[config.mk]
export PLATFORM = sky130hd
export DESIGN_NAME = lsu_data_port
export DESIGN_NICKNAME = d
export VERILOG_FILES = /design/src/rtl/lsu_data_port.sv
export SDC_FILE = /design/constraint.sdc
export NUM_CORES = 1
export LEC_CHECK = 0
export ABC_AREA = 1
export CAP_MARGIN = 20
export CORE_MARGIN = 8
export CORE_UTILIZATION = 41
export CTS_BUF_LIST = sky130_fd_sc_hd__clkbuf_16
export DETAILED_ROUTE_END_ITERATION = 7
export PLACE_DENSITY = 0.84
export SETUP_SLACK_MARGIN = 0.02
export SYNTH_ARGS = -nofsm -noshare
export SYNTH_HDL_FRONTEND = slang
export SYNTH_SLANG_ARGS = --single-unit
[constraint.sdc]
create_clock -name Clk_Core -period 3.97 [get_ports Clk_Core]
set_input_delay 0.9925 -clock Clk_Core [delete_from_list [all_inputs] [get_ports Clk_Core]]
set_output_delay 0.9925 -clock Clk_Core [all_outputs]
set_load 0.005 [all_outputs]
[src/rtl/lsu_data_port.sv]
// Load/store data port between the execute stage and data_mem.
// It accepts one RV32I load or store at a time, drives word-aligned memory
// accesses with byte-lane enables, and returns the extended load data or a
// fault flag as a one-cycle registered response.
module lsu_data_port #(
  parameter int ADDR_WIDTH  = 32,
  parameter int MEM_LATENCY = 1
) (
  input  logic                  Clk_Core,
  input  logic                  Rst_Core,
  input  logic                  Req_Valid,
  output logic                  Req_Ready,
  input  logic                  Req_Write,
  input  logic [2:0]            Req_Funct3,
  input  logic [ADDR_WIDTH-1:0] Req_Address,
  input  logic [31:0]           Req_Write_Data,
  output logic                  Rsp_Valid,
  output logic [31:0]           Rsp_Read_Data,
  output logic                  Rsp_Misaligned,
  output logic                  Rsp_Illegal,
  output logic                  Mem_Read_Ctrl,
  output logic [3:0]            Mem_Write_Ctrl,
  output logic [ADDR_WIDTH-1:0] Mem_Data_Address,
  output logic [31:0]           Mem_Data_Write,
  input  logic [31:0]           Mem_Data_Read
);

  typedef enum logic [1:0] {
    S_IDLE,
    S_ACCESS,
    S_WAIT,
    S_RESP
  } state_t;

  // WAIT runs MEM_LATENCY cycles, so the counter starts one below that.
  localparam logic [2:0] LAT_LAST = 3'(MEM_LATENCY - 1);

  state_t                r_state;
  logic                  r_reqReady;
  logic                  r_write;
  logic [2:0]            r_funct3;
  logic [1:0]            r_byteOff;
  logic [2:0]            r_waitCnt;
  logic                  r_rspValid;
  logic [31:0]           r_rspData;
  logic                  r_rspMis;
  logic                  r_rspIll;
  logic                  r_memRead;
  logic [3:0]            r_memWriteCtrl;
  logic [ADDR_WIDTH-1:0] r_memAddr;
  logic [31:0]           r_memWdata;

  logic                  w_illegal;
  logic                  w_misaligned;
  logic [3:0]            w_laneMask;
  logic [31:0]           w_laneData;
  logic [31:0]           w_shifted;
  logic [31:0]           w_loadData;

  // Fault classification is done on the raw request so the decision is
  // registered together with the handshake; illegal codes mask misalignment.
  assign w_illegal    = Req_Write ? (Req_Funct3 > 3'b010)
                                  : ((Req_Funct3 == 3'b011) || (Req_Funct3[2:1] == 2'b11));
  assign w_misaligned = ((Req_Funct3[1:0] == 2'b01) && Req_Address[0]) ||
                        ((Req_Funct3[1:0] == 2'b10) && (Req_Address[1:0] != 2'b00));

  // Store lane steering: replicate the datum across the word and enable
  // only the lanes that the byte offset selects.
  always_comb begin
    w_laneMask = 4'b1111;
    w_laneData = Req_Write_Data;
    case (Req_Funct3[1:0])
      2'b00: begin
        w_laneMask = 4'b0001 << Req_Address[1:0];
        w_laneData = {4{Req_Write_Data[7:0]}};
      end
      2'b01: begin
        w_laneMask = 4'b0011 << Req_Address[1:0];
        w_laneData = {2{Req_Write_Data[15:0]}};
      end
      default: begin
        w_laneMask = 4'b1111;
        w_laneData = Req_Write_Data;
      end
    endcase
  end

  assign w_shifted = Mem_Data_Read >> {r_byteOff, 3'b000};

  // Load extraction: bring the addressed bytes down to bit 0 and extend
  // according to the captured width/sign code.
  always_comb begin
    w_loadData = w_shifted;
    case (r_funct3)
      3'b000:  w_loadData = {{24{w_shifted[7]}}, w_shifted[7:0]};
      3'b001:  w_loadData = {{16{w_shifted[15]}}, w_shifted[15:0]};
      3'b100:  w_loadData = {24'd0, w_shifted[7:0]};
      3'b101:  w_loadData = {16'd0, w_shifted[15:0]};
      default: w_loadData = w_shifted;
    endcase
  end

  // Request sequencer: every output is a register written on the edge that
  // enters the state in which it must be visible.
  always_ff @(posedge Clk_Core or posedge Rst_Core) begin
    if (Rst_Core) begin
      r_state        <= S_IDLE;
      r_reqReady     <= 1'b1;
      r_write        <= 1'b0;
      r_funct3       <= 3'd0;
      r_byteOff      <= 2'd0;
      r_waitCnt      <= 3'd0;
      r_rspValid     <= 1'b0;
      r_rspData      <= 32'd0;
      r_rspMis       <= 1'b0;
      r_rspIll       <= 1'b0;
      r_memRead      <= 1'b0;
      r_memWriteCtrl <= 4'd0;
      r_memAddr      <= '0;
      r_memWdata     <= 32'd0;
    end else begin
      case (r_state)
        S_IDLE: begin
          if (Req_Valid) begin
            r_reqReady <= 1'b0;
            r_write    <= Req_Write;
            r_funct3   <= Req_Funct3;
            r_byteOff  <= Req_Address[1:0];
            if (w_illegal || w_misaligned) begin
              r_state    <= S_RESP;
              r_rspValid <= 1'b1;
              r_rspData  <= 32'd0;
              r_rspIll   <= w_illegal;
              r_rspMis   <= w_misaligned && !w_illegal;
            end else begin
              r_state   <= S_ACCESS;
              r_memAddr <= {Req_Address[ADDR_WIDTH-1:2], 2'b00};
              if (Req_Write) begin
                r_memWriteCtrl <= w_laneMask;
                r_memWdata     <= w_laneData;
              end else begin
                r_memRead <= 1'b1;
              end
            end
          end
        end
        S_ACCESS: begin
          if (r_write) begin
            r_state        <= S_RESP;
            r_memWriteCtrl <= 4'd0;
            r_memWdata     <= 32'd0;
            r_memAddr      <= '0;
            r_rspValid     <= 1'b1;
            r_rspData      <= 32'd0;
          end else begin
            r_state   <= S_WAIT;
            r_waitCnt <= LAT_LAST;
          end
        end
        S_WAIT: begin
          if (r_waitCnt == 3'd0) begin
            r_state    <= S_RESP;
            r_memRead  <= 1'b0;
            r_memAddr  <= '0;
            r_rspValid <= 1'b1;
            r_rspData  <= w_loadData;
          end else begin
            r_waitCnt <= r_waitCnt - 3'd1;
          end
        end
        S_RESP: begin
          r_state    <= S_IDLE;
          r_reqReady <= 1'b1;
          r_rspValid <= 1'b0;
          r_rspData  <= 32'd0;
          r_rspMis   <= 1'b0;
          r_rspIll   <= 1'b0;
        end
        default: begin
          r_state    <= S_IDLE;
          r_reqReady <= 1'b1;
        end
      endcase
    end
  end

  assign Req_Ready        = r_reqReady;
  assign Rsp_Valid        = r_rspValid;
  assign Rsp_Read_Data    = r_rspData;
  assign Rsp_Misaligned   = r_rspMis;
  assign Rsp_Illegal      = r_rspIll;
  assign Mem_Read_Ctrl    = r_memRead;
  assign Mem_Write_Ctrl   = r_memWriteCtrl;
  assign Mem_Data_Address = r_memAddr;
  assign Mem_Data_Write   = r_memWdata;

endmodule
==> results.ini <==
[die]
io_pins=208
die_y_um=137
die_area_sq_mm=0.0188
initial_core_util_pct=41.7
die_w_um=137
rows=44
core_sq_mm=0.0144

[routing]
drc=0
drt_pass1_iterations=5
first_iter_violations=450
via_count=6064
routedWlPerCell_um=15.9
routed_via_density=5.10
drt_wl_total_um=18900
antenna_left=0

[power_and_ir_drop]
powerDensity_mw_per_mm2=814
ir_worst_vdd_uv=365
combPwrFrac_pct=50.6
clkPwrFrac_pct=21.6
swShare_pct=41.6
p_leak_nw=4.27
internal-power_w=0.00414
seq_power_share_pct=27.7
p_switching_w=0.00295
fin_total_pwr_w=0.00709

[timing]
finalClockSkew_ns=0.00832
rsz0062_at_grt=false
slew_headroom_pct=39.3
fmax_ghz=0.330
finalCriticalPeriod_ns=3.03
worstMarginPinSlew_ns=0.908
slew_violations=0
hold_viol=0
finalSetupTns_ns=0
period_share_pct=76.3
setup_viol=0
setup_ws_ns=0.943
holdWs_ns=0.470

[clock_tree]
cts.sinks=114
cts.htree.levels=4
clkTransAtPathRegs_ns=0.06
cts_setup_buffers=0
clockBufferDepth=2
hold_buffers=0
cts_root_buf=clkbuf_16
cts.repair.resized=0
clkLatencyLatePin_ns=0.41
cts_tree=built
cts_inserted_buffers=17

[setup_path]
reg2reg_depth=13
required_ns=4.24
critPathArrivalTime_ns=3.29
start_kind=primary input
critical_path_class=in -> reg
crit_path_end_kind=flop
rr_startpoint=r_state[1]
path_max_fanout=64
r2r_end=Mem_Data_Address[6]
ff2ff_setup_slack_ns=1.40

[synthesis]
synth-main-ff-cell=dfrtp_1
ys_ff_latch=114
netlist_area_sq_mm=0.00601
avgSynthCellArea_sq_um=7.43
synth.distinct_cells=29
synth_top_area_share_pct=47.0
synthMostInstantiatedCell=nand2_1
async_flop_share_pct=100
synth_cells=809
seq_area_frac_synth_pct=47.5
synth_area_leaders=dfrtp_1, nand2_1, nand3_1, o21ai_0, inv_1
yosys.area.top_type=dfrtp_1
synth.top_cells.by_count=nand2_1, dfrtp_1, nand3_1, inv_1, nor2_1
ys_warn_count=0
synth_edf_count=0

[grt]
use_met3_pct=8.26
grt_overflow=0
antenna_found_initial=0
grtUsageTotal_pct=20.3
grt_pass1_vias=5983
grt_max_degree=115
grt_pass1_wl_um=30300
met1_usage_pct=24.4
top_usage_layer=met2
use_met2_pct=32.6

[place]
place_area_sq_mm=0.00811
pre_cts_ws_ns=0.553
dp_hpwl_um=13800
routabilityCongestion=0.904
port-buffer-count=205

[finish]
drive_gt1_share_pct=5.97
nNetsFinal=1102
area_growth_pct=44.8
fin_area_sq_mm=0.00871
insertedDiodeCount=0

[run_status]
status=finished, final reports clean

[worst_hold_path]
hold_path_class=reg -> reg
min-delay-start=Mem_Data_Address[18]
min_to=Mem_Data_Address[18]
hold_depth=2

[run]
drv_cap=0

## through the flow
step                      cells  util [%]
after floorplan             810         -
after global placement     1157      56.3
after detailed placement   1157      56.3
after CTS                  1189      60.4
after global routing       1189      60.4
final                      1189      60.4
## power groups by stage
stage	registers (W)	clock network (W)	logic, W
after floorplan	0.00191	0	0.00226
after CTS	0.00196	0.00156	0.00363
final	0.00197	0.00153	0.00359
after global routing	0.00202	0.00161	0.00402
after detailed placement	0.00196	0	0.00362
after global placement	0.00196	0	0.00352
## metal layers
| layer | share of wire, % | up-vias |
|---|---|---|
| li1 | - | 2969 |
| met1 | 40 | 2831 |
| met2 | 47 | 244 |
| met3 | 11 | 20 |
| met4 | 1.4 | 0 |
| met5 | 0 | - |
## sequential cells by signal (all words and copies together), names as in the netlist
register,cells
Rsp_Illegal,1
r_funct3,3
r_state,2
r_waitCnt,3
r_byteOff,2
Rsp_Valid,1
Rsp_Read_Data,32
Rsp_Misaligned,1
Mem_Data_Write,32
Mem_Read_Ctrl,1
Req_Ready,1
Mem_Write_Ctrl,4
r_write,1
Mem_Data_Address,30
## worst max-delay path by stage
stage                        startpoint              endpoint  slack, ns
after CTS                 Req_Funct3[1]     Mem_Write_Ctrl[1]        1.0
after floorplan                Rst_Core  Mem_Data_Address[10]       1.59
after detailed placement  Req_Funct3[1]     Mem_Write_Ctrl[3]       0.55
final                     Req_Funct3[1]     Mem_Write_Ctrl[3]       0.94
after global routing      Req_Funct3[1]    Mem_Data_Write[24]       0.67
after global placement    Req_Funct3[1]    Mem_Data_Write[11]       0.66
## cell usage in the layout, fill, tap and decap left out, drive strengths merged
| master | count |
|---|---|
| a21oi | 33 |
| o221ai | 8 |
| dfrtp | 113 |
| nor2 | 63 |
| nand3 | 95 |
| conb | 2 |
| o32ai | 1 |
| xor2 | 1 |
| dfstp | 1 |
| a22o | 1 |
| nand2 | 273 |
| clkinv | 6 |
| clkinvlp | 6 |
| inv | 70 |
| clkdlybuf4s50 | 205 |
| a22oi | 9 |
| o21ai | 82 |
| buf | 9 |
| ha | 7 |
| clkbuf | 17 |
| bufinv | 3 |
## worst max-delay path, cell delays in order
cell	delay, ns
clkdlybuf4s50_1	0.50
inv_2	0.35
nand2_1	0.10
nand2_1	0.14
nand3_2	0.13
nand2_2	0.37
nand2_4	0.45
nand2_1	0.16
o21ai_1	0.09
## logic make-up after synthesis
family	Yosys count	synth area share, %
buf+inv	121	8.84
compound gates	134	12.4
xor+xnor	1	0.146
flops	114	47.5
simple gates	431	29.6
other cells	1	0.0624
fa+ha+maj	7	1.46
## cell type report
class                      count  area [sq um]
clock inverter                15           166
timing repair buffer         214          2130
inverter                      70           267
clock buffer                  17           425
tap                          184           230
sequential                   114          2850
fill                        1297          5720
multi-input combinational    575          2630
(Power assumes the default switching activity.)
